<file path="config.mk">
export PLATFORM = sky130hd
export DESIGN_NAME = restador_serie
export DESIGN_NICKNAME = d
export VERILOG_FILES = /design/src/rtl/restador_serie_pkg.sv /design/src/rtl/restador_digito.sv /design/src/rtl/restador_serie.sv
export SDC_FILE = /design/constraint.sdc
export NUM_CORES = 1
export LEC_CHECK = 0
export CAP_MARGIN = 20
export CELL_PAD_IN_SITES_DETAIL_PLACEMENT = 1
export CELL_PAD_IN_SITES_GLOBAL_PLACEMENT = 2
export CORE_AREA = 2 2 76 49
export DETAILED_ROUTE_END_ITERATION = 6
export DIE_AREA = 0 0 78 51
export PLACE_DENSITY = 0.81
export RECOVER_POWER = 25
export SYNTH_ARGS = -nofsm -noshare
export SYNTH_HDL_FRONTEND = slang
export SYNTH_SLANG_ARGS = --single-unit
</file>
<file path="constraint.sdc">
create_clock -name clk -period 2.65 [get_ports clk]
set_input_delay 0.3975 -clock clk [delete_from_list [all_inputs] [get_ports clk]]
set_output_delay 0.3975 -clock clk [all_outputs]
set_load 0.01 [all_outputs]
</file>
<file path="src/rtl/restador_serie_pkg.sv">
// Shared constants for the digit-serial add/subtract unit: FSM encoding,
// mode encoding and a counter sizing helper.
package restador_serie_pkg;

  localparam logic [1:0] S_IDLE = 2'd0;
  localparam logic [1:0] S_CALC = 2'd1;
  localparam logic [1:0] S_DONE = 2'd2;

  localparam logic MODO_SUB = 1'b0;
  localparam logic MODO_ADD = 1'b1;

  // Digit counter must be at least one bit wide, even for a single digit.
  function automatic int cnt_w(input int ndig);
    return (ndig > 1) ? $clog2(ndig) : 1;
  endfunction

endpackage

</file>
<file path="src/rtl/restador_digito.sv">
// One DIGIT-bit slice of the ripple adder: sum, carry out, and the carry
// entering the slice's top bit (needed for signed overflow).
module restador_digito #(
  parameter int DIGIT = 1
) (
  input  logic [DIGIT-1:0] x,
  input  logic [DIGIT-1:0] y,
  input  logic             cin,
  output logic [DIGIT-1:0] s,
  output logic             cout,
  output logic             c_msb_in
);

  logic [DIGIT:0] sum;

  assign sum  = {1'b0, x} + {1'b0, y} + {{DIGIT{1'b0}}, cin};
  assign s    = sum[DIGIT-1:0];
  assign cout = sum[DIGIT];
  // A full adder's sum bit is x^y^cin, so the top-bit carry-in falls out of it.
  assign c_msb_in = s[DIGIT-1] ^ x[DIGIT-1] ^ y[DIGIT-1];

endmodule

</file>
<file path="src/rtl/restador_serie.sv">
// Digit-serial add/subtract unit, LSB first, DIGIT bits per cycle, with
// valid/ready handshakes and borrow/carry, overflow and zero flags.
module restador_serie
  import restador_serie_pkg::*;
#(
  parameter int WIDTH = 4,
  parameter int DIGIT = 1
) (
  input  logic             clk,
  input  logic             rst,
  input  logic             in_valid,
  output logic             in_ready,
  input  logic [WIDTH-1:0] a,
  input  logic [WIDTH-1:0] b,
  input  logic             modo,
  output logic             out_valid,
  input  logic             out_ready,
  output logic [WIDTH-1:0] diff,
  output logic             carri_out,
  output logic             overflow,
  output logic             zero
);

  localparam int NDIG  = WIDTH / DIGIT;
  localparam int CNT_W = cnt_w(NDIG);
  localparam logic [CNT_W-1:0] LAST = CNT_W'(NDIG - 1);

  if (WIDTH < 2 || (WIDTH % DIGIT) != 0) begin : g_bad_params
    $error("restador_serie: WIDTH must be >= 2 and a multiple of DIGIT");
  end

  logic [1:0]       state;
  logic [CNT_W-1:0] cnt;
  logic [WIDTH-1:0] op_a;
  logic [WIDTH-1:0] op_b;
  logic             modo_r;
  logic             carry_r;

  logic [DIGIT-1:0] s;
  logic             cout;
  logic             c_msb_in;
  logic [WIDTH-1:0] s_ext;
  logic [WIDTH-1:0] diff_nxt;

  restador_digito #(.DIGIT(DIGIT)) u_digito (
    .x        (op_a[DIGIT-1:0]),
    .y        (op_b[DIGIT-1:0]),
    .cin      (carry_r),
    .s        (s),
    .cout     (cout),
    .c_msb_in (c_msb_in)
  );

  // Result shifts in from the top so that after NDIG slices it is aligned.
  always_comb begin
    s_ext = '0;
    s_ext[DIGIT-1:0] = s;
    diff_nxt = (diff >> DIGIT) | (s_ext << (WIDTH - DIGIT));
  end

  assign in_ready  = (state == S_IDLE);
  assign out_valid = (state == S_DONE);

  always_ff @(posedge clk) begin
    if (rst) begin
      state     <= S_IDLE;
      cnt       <= '0;
      carry_r   <= 1'b0;
      diff      <= '0;
      carri_out <= 1'b0;
      overflow  <= 1'b0;
      zero      <= 1'b0;
    end else begin
      case (state)
        S_IDLE: begin
          if (in_valid) begin
            op_a    <= a;
            op_b    <= b ^ {WIDTH{modo == MODO_SUB}};
            modo_r  <= modo;
            carry_r <= (modo == MODO_SUB);
            cnt     <= '0;
            state   <= S_CALC;
          end
        end
        S_CALC: begin
          op_a    <= op_a >> DIGIT;
          op_b    <= op_b >> DIGIT;
          carry_r <= cout;
          diff    <= diff_nxt;
          cnt     <= cnt + 1'b1;
          if (cnt == LAST) begin
            state     <= S_DONE;
            cnt       <= '0;
            carri_out <= (modo_r == MODO_ADD) ? cout : ~cout;
            overflow  <= c_msb_in ^ cout;
            zero      <= (diff_nxt == '0);
          end
        end
        S_DONE: begin
          if (out_ready) state <= S_IDLE;
        end
        default: state <= S_IDLE;
      endcase
    end
  end

endmodule

</file>
== Yosys cells after proc, flatten, opt, wreduce, memory -nomap -nowiden ==
Cells that the tools add are included.
Storage, ports and cells
  register bits after elaboration: 21
  bits in latches: 0
  RAM bits: 0
  ROM bits: 0
  bits of input ports: 13
  output and inout bits: 9
  logic and storage cells: 49
  memories kept: 0
Operators by class
  $add $sub $neg: 3
  multipliers: 0
  div/mod/pow operators: 0
  magnitude comparators: 0
  equality and inequality tests: 6
  shift-type cells: 0
  multiplexer cells: 14
  bitwise gates (word level): 8
  reduce and logical (&&, ||, !) cells: 8
Operators by type and width (count)
  $pmux W4 S2: 2
  $mux W2: 5
  $reduce_and A3 Y1: 3
  $mux W4: 2
  $pmux W2 S3: 1
  $eq A2 B2 Y1 const B: 2
  $logic_not A4 Y1: 1
  $ne A2 B2 Y1 const B: 2
  $or A3 B4 Y4: 1
  $pmux W2 S2: 1
  $reduce_and A2 Y1: 2
  $xor A4 B4 Y4: 1
  $not A1 Y1: 3
  $xor A1 B1 Y1: 3
  $add A1 B1 Y2: 1
  $add A2 B1 Y2: 1
  $add A2 B1 Y2 const B: 1
  $eq A2 B1 Y1 const B: 1
  $logic_not A2 Y1: 1
  $mux W1: 2
  $ne A2 B1 Y1 const B: 1
  $pmux W1 S2: 1
  $reduce_bool A2 Y1: 1

== Longest topological paths before layout ==
Gate-level depths: netlist of run 1.
  word-level depth: 5
  gate-level depth with buffers: 5
  mapped depth without buffers: 5

== Cells and area by module ==
A second synthesis of run 1 with hierarchy kept.
Unflattened totals
  cell total of the unflattened synthesis: 96
  area, all modules: 979.7 um^2
By module, submodules not included
  restador_serie: times used 1, cells each 94, area each 935.9 um^2, sequential area each 510.5 um^2
  restador_digito: times used 1, cells each 2, area each 43.8 um^2, sequential area each 0.0 um^2

== Worst setup path before layout of run 1 ==
No wires, ideal clock.
  path type: input to register
  from: in rst
  to: reg op_a[0], enable pin
  setup time: 383 ps
  arrival: 1232 ps
  required time: 2267 ps
  setup slack: 1034 ps
  stages on the path: 2
  path buffers: 1
  cell sequence: clkbuf_1 nor3_1
On the way
  word-level cells in the longest chain between the ends: 2
Ends and longest elaborated chain
  start, declared: RTL line restador_serie.sv:10  | input logic rst,
  $not A1 Y1 (no source line)
  $reduce_and A3 Y1 (no source line)
  end signal, assigned: RTL line restador_serie.sv:86  | op_a <= op_a >> DIGIT;
  end, declared: RTL line restador_serie.sv:34  | logic [WIDTH-1:0] op_a;
No other way between the ends.
A chain may end at the register's enable or synchronous reset.

== Final worst setup path of run 1 ==
  from: reg state[1]
  to: out out_valid
On the way
  word-level cells in the longest chain between the ends: 1
Ends and longest elaborated chain
  start, declared: RTL line restador_serie.sv:32  | logic [1:0] state;
  start signal, assigned: RTL line restador_serie.sv:66  | state <= S_IDLE;
  start signal, assigned: RTL line restador_serie.sv:82  | state <= S_CALC;
  start signal, assigned: RTL line restador_serie.sv:92  | state <= S_DONE;
  $eq A2 B2 Y1: RTL line restador_serie.sv:62  | assign out_valid = (state == S_DONE);
  end, declared: RTL line restador_serie.sv:16  | output logic out_valid,
No other way between the ends.

==> results.md, run 1 <==
* Status: completed
* Simple-gate area share of the yosys netlist at 0.191
* Residual DRC at 0
* Detailed Route Iter0 Violations at 12
* Power per cell area at between 500 and 600 nW/um^2
* Synth Register Bits at 21
* Setup TNS at 0 ps
* Clock root buffer: clkbuf_8
* Vias in the first global route at roughly 740
* Arr. time, crit path at between 1500 and 2000 ps
* Seq pwr share at 0.534
* Max-Cap Viols at 0
* Vias post-DR at between 700 and 800
* First-pass GRT wire length at between 3 and 4 mm
* Critical Path Source Type: flop
* Final hold viol count at 0
* Routability cong. at between 0.7 and 0.8
* Compound-Gate Fraction of Synth Area at 0.103
* Yosys cell types at 25
* NumNets Final at roughly 140
* Yosys warnings at 0
* Crit end category: output port
* Final setup vio count at 0
* Worst Tran Pin Value at approximately 830 ps
* Largest family of logic cells by synthesized area: simple AND/OR/NAND/NOR gates
* Gr usage total at 0.112
* P_int at between 0.0005 and 0.0006 W
* TritonCTS sink count at 21
* Switch Pwr at 0.000170 W
* Worst hold path type: flop to flop
* Clock period minus final worst setup slack at between 1500 and 2000 ps
* Die X-Extent at 78 um
* Clk slew on worst S/H paths at approximately 70 ps
* Starting Density at 0.285
* Final period utilization at 0.727
* Die area at ~4000 um^2
* Total power at about 0.0007 W
* Cell Area, Synth at 970 um^2
* Antenna violations before repair at 0
* Comb pwr share at 0.162
* Switching share of power at 0.246
* Row cnt at 17
* CTS buffer count at 3
* # IOs at 22
* Relative slew slack at 0.443
* Placed Cells at about 160
* Post-synthesis mux area share at 0.0103
* Clk_skew at about 1.8 ps
* Maximum number of pins on one net before global-route repair at 14
* Highest clock rate at 0.519 GHz
* R2R setup slack at 1000 ps
* CTS Hold Bufs at 0
* Final Instance Count excl. Fillers at 167
* Core area at about 3400 um^2
* Worst setup path start: state[1]
* DP HPWL at ~1.5 mm
* Post-CTS sizing at 0
* Setup CP Type: flop to output port
* RR Startpoint: state[0]
* Area Overhead vs Synth at 28.8%
* RSZ-0062 raised after global routing: no
* Critical register-to-register path endpoint: diff[3]
* Slew Limit Fails at 0
* Syn Area/Cell at about 9.7 um^2
* Fill count at 406
* CTS tree: yes
* Synth Net Count at 115
* Synth Instances at 100
* WL/cell at 11.8 um
* R2R cell count at 3
* Post-synthesis adder-cell area fraction at 0.0335
* H-Tree Depth at 1
* Leak at 0.460 nW
* Share of cells above drive strength 1 at 0.0333
* Clock Path Buffers at 2
* Seq/Total Area, Yosys at 0.526
* Hold Crit Start: diff[0]
* Post-CTS Repair Setup Buffers at 0
* Antenna cells at 0
* Worst-Skew Late Latency at approximately 260 ps
* Clock power share at 0.304
* CP Max Fanout at 10
* Final wirelength at 1.96 mm
* Synth Area in XOR/XNOR at 0.0723
* Vias per cell at around 4.4
* Die Y at around 50 um
* Worst ir drop on vdd at 207 uV
* Worst endpoint required time at about 2300 ps
* Grt ovf at 0
* Initial DRT Pass Iterations at 3
* Buffers on Ports at 21
* Antenna-violating nets left at 0
* Critical Path Sink: out_valid
==> cells in the final DEF (no fill, tap or decap) <==
cell type,count
clkdlybuf4s50_1,19
nand2_1,16
nor2_1,14
dfxtp_1,12
edfxtp_1,9
a21oi_1,8
xor2_1,6
a211oi_1,5
inv_1,4
nand2b_1,3
clkbuf_8,3
nor2b_1,2
nor3_1,2
a22oi_1,2
xnor2_1,2
clkbuf_1,2
dlygate4sd3_1,2
o21bai_1,1
and3b_1,1
nor4b_1,1
mux2i_1,1
and2_1,1
nand3b_1,1
fa_1,1
ha_1,1
buf_4,1
==> Yosys cell counts (all sizes together) <==
| library cell | number | area, um^2 |
|---|---|---|
| nand3b | 1 | 7.51 |
| edfxtp | 9 | 270 |
| a21oi | 8 | 40.0 |
| nand2b | 3 | 18.8 |
| and3b | 1 | 8.76 |
| nand2 | 16 | 60.1 |
| a211oi | 5 | 37.5 |
| buf | 5 | 38.8 |
| and2 | 1 | 6.26 |
| dfxtp | 12 | 240 |
| nor4b | 1 | 8.76 |
| fa | 1 | 20.0 |
| nor2 | 14 | 52.6 |
| mux2i | 1 | 10.0 |
| nor3 | 2 | 10.0 |
| o21bai | 1 | 7.51 |
| xnor2 | 2 | 17.5 |
| clkbuf | 2 | 7.51 |
| a22oi | 2 | 15.0 |
| xor2 | 6 | 52.6 |
| ha | 1 | 12.5 |
| inv | 4 | 15.0 |
| nor2b | 2 | 12.5 |
==> layer usage <==
metal / global-route usage / routed length [um]
met1: 0.134 / 944
met2: 0.178 / 860
met5: 0 / 0
met4: 0.0614 / 42
met3: 0.0406 / 116
==> final cells by class <==
class / instances / area [um^2] / area share
multi-input cells: 68 / 398 / 0.319
repair buffers: 23 / 221 / 0.177
clock buffers: 4 / 45.0 / 0.0361
well taps: 47 / 58.8 / 0.0471
inverters: 4 / 15.0 / 0.0120
flip-flops and latches: 21 / 510 / 0.409
==> through the flow <==
stage                util  area (um^2)  hold WS, ps  worst slack (ps)
global placement    0.355         1210          444              1030
CTS                 0.368         1250          478               697
finish              0.367         1250          466               724
detailed placement  0.355         1210          467               954
global route        0.367         1250          510               626
floorplan               -          970          470              1030
==> critical path, stage by stage (launching register included) <==
cell	delay (ps)
dfxtp_1	490
nor2b_1	210
clkdlybuf4s50_1	560
==> how the worst min path moves through the flow <==
| stage | to | slack, ps | cells past startpoint |
|---|---|---|---|
| final | diff[0] | 470 | 2 |
| after global routing | diff[0] | 510 | 2 |
| after CTS | diff[0] | 480 | 2 |
| after detailed placement | diff[0] | 470 | 2 |
| after global placement | diff[0] | 440 | 2 |
| after floorplan | cnt[1] | 470 | 2 |
==> cells by family after synthesis <==
kind of cell / after synthesis
AOI/OAI and AO/OA: 16
xor gates and xnor gates: 8
adders and majority gates: 2
buffers and inverters: 11
DFF: 21
muxes: 1
and+or+nand+nor: 41
==> power by group through the flow <==
stage | combinational [W] | sequential (W) | clock, W
2_1_floorplan | 0.0000754 | 0.000373 | 0
3_3_place_gp | 0.000112 | 0.000376 | 0
3_5_place_dp | 0.000116 | 0.000377 | 0
4_1_cts | 0.000117 | 0.000370 | 0.000220
5_1_grt | 0.000128 | 0.000372 | 0.000232
6_report | 0.000112 | 0.000369 | 0.000211
==> state kept, by name, summed over array words and instances, names as in the netlist <==
register   flops
modo_r         1
overflow       1
state          2
diff           4
zero           1
cnt            2
carri_out      1
carry_r        1
op_a           4
op_b           4
(Power assumes the default switching activity.)
==> run 2: changes to the inputs <==
- CORE_AREA: 2 2 76 49 -> 2 2 82 53
- DIE_AREA: 0 0 78 51 -> 0 0 84 55
- PLACE_DENSITY: 0.81 -> 0.73
- clock period: 2.65 -> 1.6 ns (I/O delays scaled with it)
==> run 2 against run 1 <==
Against the previous run:
- via count rose by 2.0%
- die area rose by 16%
- non-clock buffer count is 4 higher
- final cell count increased by 4.2%
- worst hold slack got worse by 1.2 ps
- clock skew about the same
- critical path type is now flop to flop
==> results.md, run 2 (synthesis gave the netlist of run 1 again) <==
* Status: completed
* Placed Cells at 169 (+3.7%)
* Top flop regs: diff x4, op_a x4, op_b x4
* Row cnt at 18 (+1)
* Residual DRC at 0 (unchanged)
* CTS tree: yes
* Die Y at 55 um (+7.8%)
* R2R cell count at 5 (+2)
* Worst path depth at 5 (+3)
* # IOs at 22 (unchanged)
* Vias in the first global route at 724 (-2.6%)
* Relative slew slack at 0.670 (+0.228)
* Total power at 0.00116 W (+67%)
* Crit end category: flop
* Antenna violations before repair at 0 (unchanged)
* Final period utilization at 0.960
* Leak at 0.482 nW (+4.9%)
* Worst path cell trace: inv_2 -> fa_1 -> xor2_1 -> xnor2_1 -> a211oi_1
* Routability cong. at 0.728 (-2.3%)
* Setup CP Type: flop to flop
* Peak per-stage delay on the critical path at 460 ps (-100 ps)
* Arr. time, crit path at 1710 ps (+180 ps)
* CTS buffer count at 3 (unchanged)
* Busiest grt layer: met2
* Commonest non-fill, non-tap cell in the layout: clkdlybuf4s50_1
* Worst setup path start: op_a[0]
* Antenna cells at 0 (unchanged)
* CP Max Fanout at 3 (-7)
* Worst hold path type: flop to flop
* Detailed Route Iter0 Violations at 11 (-1)
* Clk_skew at 1.96 ps (+0.168 ps)
* Final Instance Count excl. Fillers at 174 (+4.2%)
* H-Tree Depth at 1 (unchanged)
* Clk slew on worst S/H paths at 80 ps (about the same)
* Share of cells above drive strength 1 at 0.0806 (+0.0473)
* Initial DRT Pass Iterations at 2 (-1)
* Final hold viol count at 0 (unchanged)
* Vias post-DR at 752 (+2.0%)
* Worst setup margin at 64.6 ps (-659 ps)
* Highest clock rate at about 0.65 GHz
* Clock period minus final worst setup slack at ~1500 ps
* Worst Tran Pin Value at 494 ps (-340 ps)
* Most frequent cells in the layout: clkdlybuf4s50_1, nand2_1, nor2_1
* Hold WS at 464 ps (-1.23 ps)
* Critical Path Sink: overflow
* Max-Cap Viols at 0 (unchanged)
* M3 GR Usage at 0.0415 (+0.000907)
* Starting Density at 0.249 (-0.0361)
* RR Startpoint: op_a[0]
* R2R setup slack at 60 ps (-940 ps)
* Worst-Skew Late Latency at 260 ps (about the same)
* First-pass GRT wire length at 3.37 mm (+3.0%)
* DP Worst Slack at 15.1 ps (-939 ps)
* Final Util at 0.328 (-0.0390)
* Antenna-violating nets left at 0 (unchanged)
* Gr usage total at 0.0995 (-0.0128)
* WL/cell at 12.3 um (+4.6%)
* RSZ-0062 raised after global routing: yes
* DP HPWL at 1.66 mm (+7.2%)
* Vias per cell at 4.32 (-2.1%)
* Worst ir drop on vdd at 250 uV (+21%)
* TritonCTS sink count at 21 (unchanged)
* Final setup vio count at 0 (unchanged)
* Slew Limit Fails at 0 (unchanged)
* Buffers on Ports at 21 (unchanged)
* Met2 Use GR at 0.185 (+0.00717)
* Area Overhead vs Synth at 31.7%
* NumNets Final at 140 (+2.9%)
* CP max-delay cell: fa_1
* Clock Path Buffers at 2 (unchanged)
* Largest delay contributor family on the critical path: adder cells
* Critical register-to-register path endpoint: overflow
* Die X-Extent at 84 um (+7.7%)
* Worst endpoint required time at 1780 ps (-470 ps)
* Maximum number of pins on one net before global-route repair at 14 (unchanged)
* Critical Path Source Type: flop
* CP bufs+invs at 1 (unchanged)
* Final wirelength at 2.14 mm (+9.0%)
* Grt ovf at 0 (unchanged)
* Clock root buffer: clkbuf_8
* Core area at 3900 um^2 (+14%)
* Die area at 4620 um^2 (+16%)
* M1 GR Usage at 0.110 (-0.0244)
* Power per cell area at 906 nW/um^2 (+63%)
==> run 2: cell types whose count changed in the layout (fill, tap and decap cells not counted), sizes merged <==
| cell | before | now |
|---|---|---|
| clkbuf | 5 | 7 |
| dlygate4sd2 | 0 | 1 |
| buf | 1 | 3 |
| clkdlybuf4s50 | 19 | 18 |
==> run 2: power breakdown <==
group	internal [W]	switching, W	leakage (nW)	total, W
registers	0.000594	0.0000186	0.183	0.000613
clock network	0.000177	0.000172	0.0228	0.000350
logic	0.0000993	0.0000951	0.276	0.000194
==> run 2: what timing repair did <==
action / 4_1_cts / 5_1_grt
hold buffers: 0 / 0
gates resized for setup: 2 / 1
buffers inserted: 1 / 0
setup endpoints to repair: 2 / 1
pin swaps: 0 / 2
==> run 2: worst min-delay path, cell delays in order (launching register included) <==
cell and delay [ps]:
dfxtp_1 310, nand2_1 50, a21oi_1 60
==> run 2: cell type report <==
type                       count  area, um^2
timing repair buffer          27         245
fill                         455        2620
multi-input combinational     68         398
sequential                    21         512
inverter                       4        15.0
clock buffer                   4        45.0
tap                           50        62.6
==> run 2: how the worst min path moves through the flow <==
stage / startpoint / to / slack, ps / cells past startpoint
floorplan: rst / carri_out / 310 / 1
global placement: diff[0] / diff[0] / 440 / 2
detailed placement: diff[0] / diff[0] / 460 / 2
CTS: diff[0] / diff[0] / 470 / 2
global route: diff[0] / diff[0] / 500 / 2
finish: diff[0] / diff[0] / 460 / 2
==> run 2: metrics by stage <==
step / cell area, um^2 / setup TNS [ps]
finish: 1280 / 0
global route: 1280 / -49.5
CTS: 1290 / 0
detailed placement: 1230 / 0
global placement: 1230 / 0
floorplan: 970 / 0
==> run 2: per-layer routing <==
metal / vias to the layer above / part of all wire / wire length [um]
met5: - / 0 / 0
met4: 0 / 0.0065 / 14
met3: 2 / 0.053 / 113
met2: 16 / 0.47 / 1020
met1: 356 / 0.47 / 997
li1: 378 / - / -
